==> config.mk <==
export PLATFORM = sky130hd
export DESIGN_NAME = dac_tdm_serializer_flat
export DESIGN_NICKNAME = d
export VERILOG_FILES = /design/src/rtl/dac_pkg.sv /design/src/rtl/dac_tdm_serializer_if.sv /design/src/rtl/dac_frame_fifo.sv /design/src/rtl/dac_tdm_serializer.sv /design/src/flat_wrapper.sv
export SDC_FILE = /design/constraint.sdc
export NUM_CORES = 1
export LEC_CHECK = 0
export ABC_AREA = 1
export CORE_MARGIN = 10
export CORE_UTILIZATION = 60
export DETAILED_ROUTE_END_ITERATION = 10
export GPL_TIMING_DRIVEN = 0
export PLACE_DENSITY = 0.8
export SLEW_MARGIN = 20
export SYNTH_ARGS = -nofsm -noshare
export SYNTH_HDL_FRONTEND = slang
export SYNTH_SLANG_ARGS = --single-unit
==> constraint.sdc <==
create_clock -name clk -period 3.6 [get_ports clk]
set_clock_uncertainty 0.05 [all_clocks]
set_input_delay 0.54 -clock clk [delete_from_list [all_inputs] [get_ports clk]]
set_output_delay 0.54 -clock clk [all_outputs]
set_load 0.01 [all_outputs]
==> src/rtl/dac_pkg.sv <==
// Shared types and helpers for the DAC TDM serializer: state encoding,
// midscale code and two's-complement to offset-binary conversion.
package dac_pkg;

    // Widest sample the helpers handle; callers cast results down to DATA_W.
    localparam int MAX_W = 64;

    typedef enum logic [1:0] {
        ST_IDLE   = 2'd0,
        ST_RUN    = 2'd1,
        ST_STARVE = 2'd2
    } dac_state_t;

    // Code that represents 0 after conversion.
    function automatic logic [MAX_W-1:0] mid_code(input int data_w, input bit offset_binary);
        logic [MAX_W-1:0] m;
        m = '0;
        if (offset_binary) begin
            m[data_w-1] = 1'b1;
        end
        return m;
    endfunction

    function automatic logic [MAX_W-1:0] conv(input logic [MAX_W-1:0] x, input int data_w,
                                              input bit offset_binary);
        return x ^ mid_code(data_w, offset_binary);
    endfunction

endpackage

==> src/rtl/dac_tdm_serializer_if.sv <==
// Frame stream from the baseband sample source into the serializer.
interface dac_tdm_serializer_if #(
    parameter int DATA_W = 12,
    parameter int NUM_CH = 2
);
    logic                     s_valid;
    logic                     s_ready;
    logic [NUM_CH*DATA_W-1:0] s_data;

    modport master (output s_valid, output s_data, input s_ready);
    modport slave  (input s_valid, input s_data, output s_ready);
endinterface

==> src/rtl/dac_frame_fifo.sv <==
// Single-clock first-word-fall-through frame FIFO; dout is valid while !empty.
module dac_frame_fifo #(
    parameter int WIDTH = 24,
    parameter int DEPTH = 8
) (
    input  logic                     clk,
    input  logic                     reset,
    input  logic                     push,
    input  logic                     pop,
    input  logic [WIDTH-1:0]         din,
    output logic [WIDTH-1:0]         dout,
    output logic                     full,
    output logic                     empty,
    output logic [$clog2(DEPTH):0]   level
);
    localparam int PTR_W = $clog2(DEPTH);

    logic [WIDTH-1:0] mem [DEPTH];
    logic [PTR_W-1:0] wr_ptr_reg;
    logic [PTR_W-1:0] rd_ptr_reg;
    logic [PTR_W:0]   level_reg;
    logic             wr_en;
    logic             rd_en;

    assign full  = (level_reg == (PTR_W+1)'(DEPTH));
    assign empty = (level_reg == '0);
    // A full FIFO refuses the push even when a pop frees a slot this cycle.
    assign wr_en = push && !full;
    assign rd_en = pop && !empty;
    assign dout  = mem[rd_ptr_reg];
    assign level = level_reg;

    always_ff @(posedge clk) begin
        if (wr_en) begin
            mem[wr_ptr_reg] <= din;
        end
    end

    always_ff @(posedge clk or posedge reset) begin
        if (reset) begin
            wr_ptr_reg <= '0;
            rd_ptr_reg <= '0;
            level_reg  <= '0;
        end else begin
            if (wr_en) begin
                wr_ptr_reg <= wr_ptr_reg + PTR_W'(1);
            end
            if (rd_en) begin
                rd_ptr_reg <= rd_ptr_reg + PTR_W'(1);
            end
            case ({wr_en, rd_en})
                2'b10:   level_reg <= level_reg + (PTR_W+1)'(1);
                2'b01:   level_reg <= level_reg - (PTR_W+1)'(1);
                default: level_reg <= level_reg;
            endcase
        end
    end
endmodule

==> src/rtl/dac_tdm_serializer.sv <==
// Frame-buffered TDM serializer: pops one multi-channel frame per frame slot
// and emits its channels one per clk on a registered DAC bus.
module dac_tdm_serializer
    import dac_pkg::*;
#(
    parameter int DATA_W        = 12,
    parameter int NUM_CH        = 2,
    parameter int FIFO_DEPTH    = 8,
    parameter int OFFSET_BINARY = 1
) (
    input  logic                          clk,
    input  logic                          reset,
    input  logic                          enable,
    dac_tdm_serializer_if.slave           s_bus,
    output logic [DATA_W-1:0]             dac_data,
    output logic                          dac_frame,
    output logic                          dac_valid,
    output logic                          underflow,
    output logic [15:0]                   underflow_count,
    output logic [$clog2(FIFO_DEPTH):0]   fifo_level
);
    localparam int                CH_W    = $clog2(NUM_CH);
    localparam logic [CH_W-1:0]   LAST_CH = CH_W'(NUM_CH - 1);
    localparam bit                OB      = (OFFSET_BINARY != 0);
    localparam logic [DATA_W-1:0] MID     = DATA_W'(mid_code(DATA_W, OB));

    logic [NUM_CH*DATA_W-1:0] fifo_dout;
    logic                     fifo_full;
    logic                     fifo_empty;
    logic                     fifo_pop;

    dac_frame_fifo #(
        .WIDTH (NUM_CH*DATA_W),
        .DEPTH (FIFO_DEPTH)
    ) u_fifo (
        .clk   (clk),
        .reset (reset),
        .push  (s_bus.s_valid),
        .pop   (fifo_pop),
        .din   (s_bus.s_data),
        .dout  (fifo_dout),
        .full  (fifo_full),
        .empty (fifo_empty),
        .level (fifo_level)
    );

    assign s_bus.s_ready = !fifo_full;

    dac_state_t        state_reg, state_next;
    logic [CH_W-1:0]   ch_reg, ch_next;
    logic [DATA_W-1:0] holding_reg [NUM_CH];
    logic [DATA_W-1:0] fifo_ch [NUM_CH];
    logic [DATA_W-1:0] conv_ch [NUM_CH];
    logic [DATA_W-1:0] dac_data_reg, dac_data_next;
    logic              dac_frame_reg, dac_frame_next;
    logic              dac_valid_reg, dac_valid_next;
    logic              underflow_reg, underflow_next;
    logic [15:0]       underflow_count_reg, underflow_count_next;
    logic              boundary;

    for (genvar gi = 0; gi < NUM_CH; gi++) begin : g_ch
        assign fifo_ch[gi] = fifo_dout[gi*DATA_W +: DATA_W];
        assign conv_ch[gi] = DATA_W'(conv(MAX_W'(holding_reg[gi]), DATA_W, OB));
    end

    // Every decision (pop, starve, stop) is taken only at a frame boundary,
    // so the output never leaves a frame half-sent.
    always_comb begin
        boundary   = (state_reg == ST_IDLE) || (ch_reg == LAST_CH);
        state_next = state_reg;
        ch_next    = ch_reg + CH_W'(1);
        fifo_pop   = 1'b0;
        if (boundary) begin
            ch_next = '0;
            if (!enable) begin
                state_next = ST_IDLE;
            end else if (!fifo_empty) begin
                state_next = ST_RUN;
                fifo_pop   = 1'b1;
            end else if (state_reg != ST_IDLE) begin
                state_next = ST_STARVE;
            end
        end
    end

    always_comb begin
        dac_data_next  = MID;
        dac_valid_next = 1'b0;
        dac_frame_next = 1'b0;
        if (state_reg == ST_RUN) begin
            dac_data_next  = conv_ch[ch_reg];
            dac_valid_next = 1'b1;
            dac_frame_next = (ch_reg == '0);
        end
        // Pulse lines up with the first midscale word of each starved slot.
        underflow_next       = (state_reg == ST_STARVE) && (ch_reg == '0);
        underflow_count_next = underflow_count_reg;
        if (underflow_next && (underflow_count_reg != 16'hFFFF)) begin
            underflow_count_next = underflow_count_reg + 16'd1;
        end
    end

    always_ff @(posedge clk or posedge reset) begin
        if (reset) begin
            state_reg           <= ST_IDLE;
            ch_reg              <= '0;
            holding_reg         <= '{default: '0};
            dac_data_reg        <= MID;
            dac_frame_reg       <= 1'b0;
            dac_valid_reg       <= 1'b0;
            underflow_reg       <= 1'b0;
            underflow_count_reg <= '0;
        end else begin
            state_reg           <= state_next;
            ch_reg              <= ch_next;
            if (fifo_pop) begin
                holding_reg <= fifo_ch;
            end
            dac_data_reg        <= dac_data_next;
            dac_frame_reg       <= dac_frame_next;
            dac_valid_reg       <= dac_valid_next;
            underflow_reg       <= underflow_next;
            underflow_count_reg <= underflow_count_next;
        end
    end

    assign dac_data        = dac_data_reg;
    assign dac_frame       = dac_frame_reg;
    assign dac_valid       = dac_valid_reg;
    assign underflow       = underflow_reg;
    assign underflow_count = underflow_count_reg;
endmodule

==> src/flat_wrapper.sv <==
// flat-port wrapper written by rule: the top's interface ports become plain ports
module dac_tdm_serializer_flat import dac_pkg::*;
#(
    parameter int DATA_W        = 12,
    parameter int NUM_CH        = 2,
    parameter int FIFO_DEPTH    = 8,
    parameter int OFFSET_BINARY = 1
)
  (clk, reset, enable, dac_data, dac_frame, dac_valid, underflow, underflow_count, fifo_level, s_bus_s_valid, s_bus_s_data, s_bus_s_ready);
  dac_tdm_serializer_if #(.DATA_W(DATA_W), .NUM_CH(NUM_CH)) s_bus_i ();
  input  logic clk;
  input  logic reset;
  input  logic enable;
  output logic [DATA_W-1:0] dac_data;
  output logic dac_frame;
  output logic dac_valid;
  output logic underflow;
  output logic [15:0] underflow_count;
  output logic [$clog2(FIFO_DEPTH):0] fifo_level;
  input wire logic [$bits(s_bus_i.s_valid)-1:0] s_bus_s_valid;
  input wire logic [$bits(s_bus_i.s_data)-1:0] s_bus_s_data;
  output wire logic [$bits(s_bus_i.s_ready)-1:0] s_bus_s_ready;
  assign s_bus_i.s_valid = s_bus_s_valid;
  assign s_bus_i.s_data = s_bus_s_data;
  assign s_bus_s_ready = s_bus_i.s_ready;
  dac_tdm_serializer #(.DATA_W(DATA_W), .NUM_CH(NUM_CH), .FIFO_DEPTH(FIFO_DEPTH), .OFFSET_BINARY(OFFSET_BINARY)) u_core (.clk(clk), .reset(reset), .enable(enable), .s_bus(s_bus_i), .dac_data(dac_data), .dac_frame(dac_frame), .dac_valid(dac_valid), .underflow(underflow), .underflow_count(underflow_count), .fifo_level(fifo_level));
endmodule
### Yosys cells after proc, flatten, opt, wreduce, memory -nomap -nowiden

Memories as Yosys holds them, arrays and structs flattened. A register that Yosys moved wholly into a read port is not among the register bits.
Index checks and enable logic that the tools add are counted.

* register bits: 44
* bits in latches: 0
* bits of input ports: 28
* memories kept: 1
* bits in read-only memories: 0
* output and inout bits: 36
* bits in writable memories: 192

* bitwise operators: 4
* multiplexer cells: 16
* magnitude comparators: 1
* add/sub/neg operators: 6
* div/mod/pow operators: 0
* eq/ne operators: 7
* shifts and indexed selects: 0
* multiply operators: 0
* reductions and logical operators: 12

Memories
* u_core.u_fifo.mem: words 8, bits a word 24, read ports 1, clocked after Yosys merged registers in 1, write ports 1, RTL line dac_frame_fifo.sv:18 `logic [WIDTH-1:0] mem [DEPTH];`

Operators by type and width (number)
* 12-bit 2-to-1 mux: 4
* 16-bit by 1-bit adder with 16-bit output (second input constant): 1
* 16-bit inequality test (second input constant): 1
* 1-bit 2-to-1 mux: 8
* 4-bit one-hot mux with 2 select lines: 1
* 3-bit by 1-bit adder with 3-bit output (second input constant): 2
* 2-bit 2-to-1 mux: 3
* 4-bit by 1-bit adder with 4-bit output (second input constant): 1
* 2-bit by 1-bit equality test with 1-bit output (second input constant): 2
* 2-bit equality test (second input constant): 2
* 4-bit equality test (second input constant): 1
* 1-bit logical AND: 4
* 4-bit zero test: 1
* 2-bit nonzero test: 2
* 4-bit by 1-bit subtractor with 4-bit output (second input constant): 1
* 3-bit inequality test (second input constant): 1
* 1-bit NOT: 3
* 2-bit >= comparator (second input constant): 1
* 1-bit zero test: 2
* 2-bit zero test: 1
* 1-bit NOT with 2-bit output: 1
* 2-bit AND reduction: 1
* 1-bit adder (second input constant): 1
* 1-bit logical OR: 1

### Longest topological paths before layout

* word-level depth: 7
* gate-level depth with buffers: 13
* depth with buffers taken out: 12

### Hierarchy

A second synthesis with hierarchy kept.

* cell total of the unflattened synthesis: 1239
* area total of the unflattened synthesis: 11572.3 um^2

Modules (own cells, without submodules)
* dac_frame_fifo: instances 1, cells an instance 912, seq. area each 6015.8 um^2, area an instance 8847.2 um^2
* dac_tdm_serializer: instances 1, cells an instance 327, seq. area each 1452.6 um^2, area an instance 2725.1 um^2

### Worst setup path before layout

No wires, ideal clock.

* kind: reg2reg
* from: reg u_core.u_fifo.level_reg[0] (netlist: u_core.u_fifo.level[0])
* to: mem u_core.u_fifo.mem[0][0] (enable)
* clock period less this slack: 2.542 ns
* setup slack: 1.058 ns
* data arrival time: 2.087 ns
* cell stages (with the launch flop): 6
* buffers on the path: 0
* required time: 3.145 ns
* cell sequence: dfrtp_1 > nor2_1 > nand3b_2 > nand2_1 > or2_1 > nor2_1

* longest elaborated chain between the ends: 5

Ends and longest elaborated chain
* start: declaration: RTL line dac_frame_fifo.sv:21 `logic [PTR_W:0] level_reg;`
* start signal: assignment: RTL line dac_frame_fifo.sv:52 `2'b10: level_reg <= level_reg + (PTR_W+1)'(1);`
* start signal: assignment: RTL line dac_frame_fifo.sv:53 `2'b01: level_reg <= level_reg - (PTR_W+1)'(1);`
* start signal: assignment: RTL line dac_frame_fifo.sv:54 `default: level_reg <= level_reg;`
* 4-bit equality test: RTL line dac_frame_fifo.sv:25 `assign full = (level_reg == (PTR_W+1)'(DEPTH));`
* 1-bit zero test
* net s_bus_s_ready: RTL line flat_wrapper.sv:22 `output wire logic [$bits(s_bus_i.s_ready)-1:0] s_bus_s_ready;`
* 1-bit logical AND: RTL line dac_frame_fifo.sv:28 `assign wr_en = push && !full;`
* 1-bit 2-to-1 mux: RTL line dac_frame_fifo.sv:34 `if (wr_en) begin`
* 1-bit 2-to-1 mux (not written as such): RTL line dac_frame_fifo.sv:35 `mem[wr_ptr_reg] <= din;`
* end: declaration: RTL line dac_frame_fifo.sv:18

The timed path passes the listed nets, and every way through them passes these cells.

### Worst setup path in the final report

* from: reg u_core.u_fifo.level_reg[0] (netlist: u_core.u_fifo.level[0])
* to: reg u_core.u_fifo.level_reg[3] (netlist: u_core.u_fifo.level[3])

* longest elaborated chain between the ends: 7
* elaborated cells between the ends (all ways): 15
* classes of those cells: 2 x add/sub; 3 x eq/ne; 4 x mux; 6 x reduce/logical

Ends and longest elaborated chain
* 4-bit zero test (*): RTL line dac_frame_fifo.sv:26 `assign empty = (level_reg == '0);`
* 1-bit 2-to-1 mux: RTL line dac_tdm_serializer.sv:77 `end else if (!fifo_empty) begin`
* 1-bit 2-to-1 mux: RTL line dac_tdm_serializer.sv:75 `if (!enable) begin`
* 1-bit 2-to-1 mux: RTL line dac_tdm_serializer.sv:73 `if (boundary) begin`
* 1-bit logical AND (*): RTL line dac_frame_fifo.sv:29 `assign rd_en = pop && !empty;`
* net u_core.u_fifo.rd_en: RTL line dac_frame_fifo.sv:23 `logic rd_en;`
* 2-bit by 1-bit equality test with 1-bit output or 2-bit equality test (tied branches): RTL line dac_frame_fifo.sv:51 `case ({wr_en, rd_en})`
* 4-bit one-hot mux with 2 select lines or 2-bit nonzero test (tied branches)

The timed path passes the listed nets; every way through them passes the cells marked *.
A chain may end at the register's enable or synchronous reset.

==> impl_summary.md <==
GRT
The first global-routing pass estimated 42.5 mm of wire. The overall routing resource usage is 0.225. Entering global routing, the biggest net connects 47 pins. The number of global-route vias before repair is 7905. The global route total overflow is 0.

The number of antenna violations at the first check in global routing is 0.

Critical path
The kind of launch point of the worst setup path is a flop. On the worst path, the slowest cell contributes a delay of 0.43 ns. The kind of critical path is reg -> reg.

The arrival time of the worst setup path is 3.01 ns. The maximum net fanout on the critical path is 10. The capture instance of the worst register-to-register path is u_core.u_fifo.level[3].

The critical path goes through nor2_1 > nand2_1 > nand2_1 > nor2_2 > buf_2 > ha_1 > ha_1 > or2_2 > nand2_1 > xor2_1 > nand2_1 > nand2_1. Among all stages on the critical path, the largest delay is contributed by sky130_fd_sc_hd__dfrtp_1. The data required time of the worst path is 4.03 ns. The category of the worst setup path capture point is a flop.

The startpoint identified for the worst register-to-register timing path is u_core.u_fifo.level[0]. The path depth of the worst reg2reg path is 12. The worst-case register-to-register setup slack is 1.01 ns. The most used cell along the critical path is sky130_fd_sc_hd__nand2_1.

Outcome
The run finished with clean final reports.

Synthesis
In this run, synthesis produced a sequential element count of 260. The total standard cell area after synthesis is 10800 sq um. Of the synthesized area, sequential elements account for 0.689. The total of warnings raised by yosys is 0. The most common cell in the synthesized netlist is sky130_fd_sc_hd__nand2_1. A synthesized cell averages 10.5 sq um. The commonest cells after synthesis are sky130_fd_sc_hd__nand2_1, sky130_fd_sc_hd__edfxtp_1, sky130_fd_sc_hd__nand3_1. Sorting the synthesized cells by area gives the leading types as sky130_fd_sc_hd__edfxtp_1, sky130_fd_sc_hd__nand2_1, sky130_fd_sc_hd__dfrtp_1.

In the synthesized netlist the dominant register cell turns out to be sky130_fd_sc_hd__edfxtp_1. The net count after synthesis is 1069. The count of different cell masters after synthesis is 32. Of all flip-flops after synthesis, the portion carrying an async set or reset was 0.262. The area share of the largest cell type after synthesis is 0.532. Synthesis produced a netlist whose cell count is 1034.

The biggest area contributor in the post-synthesis netlist is sky130_fd_sc_hd__edfxtp_1. In this run, synthesis inferred 192 flip-flops with an integrated enable.

STA
The final max-slew violation count is 0. The final hold violation count is 0. The final critical-path setup slack is 1.01 ns.

The worst-case headroom to the max-slew limit is 0.520. The worst path needs 2.59 ns of the cycle, external delays included. For this run, the top clock speed supported by timing is 0.386 GHz. The slew at the pin with the worst max-slew slack is 0.719 ns. Setup violations remaining at the end of the flow were counted as 0.

Setup repair after global routing left no endpoint under its margin. The part of the cycle the worst path needs is 0.719.

Die
The die boundary height is 154 um. For this configuration, the core starts out at a cell density of 0.607. The cell row count is 49.

The number of top-level pins is 64. The die outline area is 23800 sq um. The floorplan die width is 154 um. After floorplanning, the core was sized to cover 17800 sq um.

Detailed routing
The first routing iteration left 886 violations. For this block, the routed nets add up to 27.0 mm of wire. The via count of the routed design is 7782. The ratio of routed vias to standard cells is 5.62. The detail route stage leaves a number of antenna-violating nets equal to 0. The DRC violation count after routing is 0. The number of detailed-routing iterations run before antenna repair is 6. Dividing the detail-routed wire length by the instance count gives 19.5 um.

Run
The reported max-cap violation count is 0.

Clock network
CTS saw 260 sinks. Counting the buffers created by CTS gives 27. Clock-pin slew was measured on the worst setup and hold paths at 0.07 ns. After clock tree synthesis, the setup repair step added 0 buffers.

The number of hold buffers added after CTS is 0. The clock root buffer master is sky130_fd_sc_hd__clkbuf_16. TritonCTS built the clock tree. Gates resized during post-CTS repair numbered 0. In this run the number of H-tree levels came out at 1. The clock latency on the worst-skew pair is 0.55 ns. The maximum buffer depth of the clock tree is 3.

Placement
Summing all placed instances gives a cell area of 12100 sq um. Summed over all nets, the half-perimeter wirelength after detailed placement is 17.5 mm. Buffers placed on the I/O ports in this run total 63. The final estimated routing congestion in global placement is 0.882. The placement-stage worst setup slack is 0.703 ns.

Layout
The sequential cells in the finished layout cover a total of 7470 sq um. The antenna diode count is 0. In the final layout, the multi-input gates occupy 3040 sq um.

The number of flip-flops under the largest register name is 192. In the final layout, the share of cells above drive strength 1 is 0.0935. Relative to the synthesized area, the layout overhead comes to 20.3%. The cell area after layout is 13000 sq um. The filler cell count is 1125. At the end of the flow, the number of nets in the layout was 1170.

Power
The worst-case IR drop observed on VDD is 0.580 mV. The power density relative to cell area is 830 nW/um^2. After layout, the design draws a total of 10.8 mW. The static leakage power is 5.35 nW.

Min path
In this run the worst hold path is classified as in -> async.
[final cells by class]
cell class,instances,share of cell area
Inverter,36,0.0106
Sequential cell,260,0.573
Multi-Input combinational cell,691,0.234
Buffer,47,0.0188
Tap cell,229,0.0220
Timing Repair Buffer,72,0.0674
Clock inverter,16,0.0206
Clock buffer,33,0.0536
[worst max-delay path: cells and delay by family (launching register included)]
kind | cells | cell delay, ns
simple gates | 8 | 1.02
fa+ha+maj | 2 | 0.58
flops | 1 | 0.43
buf+inv | 1 | 0.30
xor+xnor | 1 | 0.14
[layer usage]
layer	up-vias	routed length (um)	track usage
met1	3686	10100	0.274
met4	0	842	0.0958
met2	413	13200	0.374
li1	3612	-	-
met5	-	0	0
met3	71	2850	0.0549
[where the power goes]
group          switching, mW  leakage, nW  total [mW]  internal [mW]
combinational           2.48         2.27        3.69           1.20
clock                   1.15        0.475        3.03           1.88
sequential             0.256         2.61        4.10           3.84
total                   3.88         5.35        10.8           6.93
[layout by cell type, fill, tap and decap left out, drive strengths merged, types with 6 or more instances in the layout]
master | netlist | final
nand3 | 85 | 85
a21oi | 12 | 12
ha | 6 | 6
o211ai | 8 | 8
inv | 36 | 37
nor2 | 72 | 72
clkdlybuf4s50 | 0 | 63
buf | 35 | 44
edfxtp | 192 | 192
xor2 | 8 | 8
bufinv | 0 | 7
o21ai | 25 | 25
dfrtp | 67 | 67
clkbuf | 12 | 45
nand2 | 459 | 459
clkinv | 0 | 8
[how the worst max path moves through the flow]
| stage | start | endpoint | slack [ns] | depth (start not counted) |
|---|---|---|---|---|
| 2_1_floorplan | u_core.u_fifo.level[0] | u_core.u_fifo.mem[0][0] | 1.06 | 5 |
| 3_3_place_gp | s_bus_s_valid | u_core.u_fifo.mem[0][12] | -0.33 | 4 |
| 3_5_place_dp | enable | u_core.u_fifo.level[3] | 0.70 | 11 |
| 4_1_cts | u_core.u_fifo.level[0] | u_core.u_fifo.level[3] | 1.02 | 12 |
| 5_1_grt | u_core.u_fifo.level[0] | u_core.u_fifo.level[3] | 0.82 | 12 |
| 6_report | u_core.u_fifo.level[0] | u_core.u_fifo.level[3] | 1.01 | 12 |
[cells by family after synthesis]
| kind of cell | Yosys count | synth area share |
|---|---|---|
| fa+ha+maj | 7 | 0.00878 |
| compound gates | 46 | 0.0244 |
| xor+xnor | 13 | 0.0105 |
| simple gates | 625 | 0.232 |
| buf+inv | 83 | 0.0351 |
| flops | 260 | 0.689 |
[stage by stage]
stage	hold WS, ns	cells	util	TNS [ns]
2_1_floorplan	0.341	1034	-	0
4_1_cts	0.261	1384	0.730	0
3_5_place_dp	0.372	1335	0.676	0
5_1_grt	0.292	1384	0.730	0
6_report	0.258	1384	0.730	0
3_3_place_gp	0.364	1326	0.659	-22.46
Power figures use the tool's default switching activity.
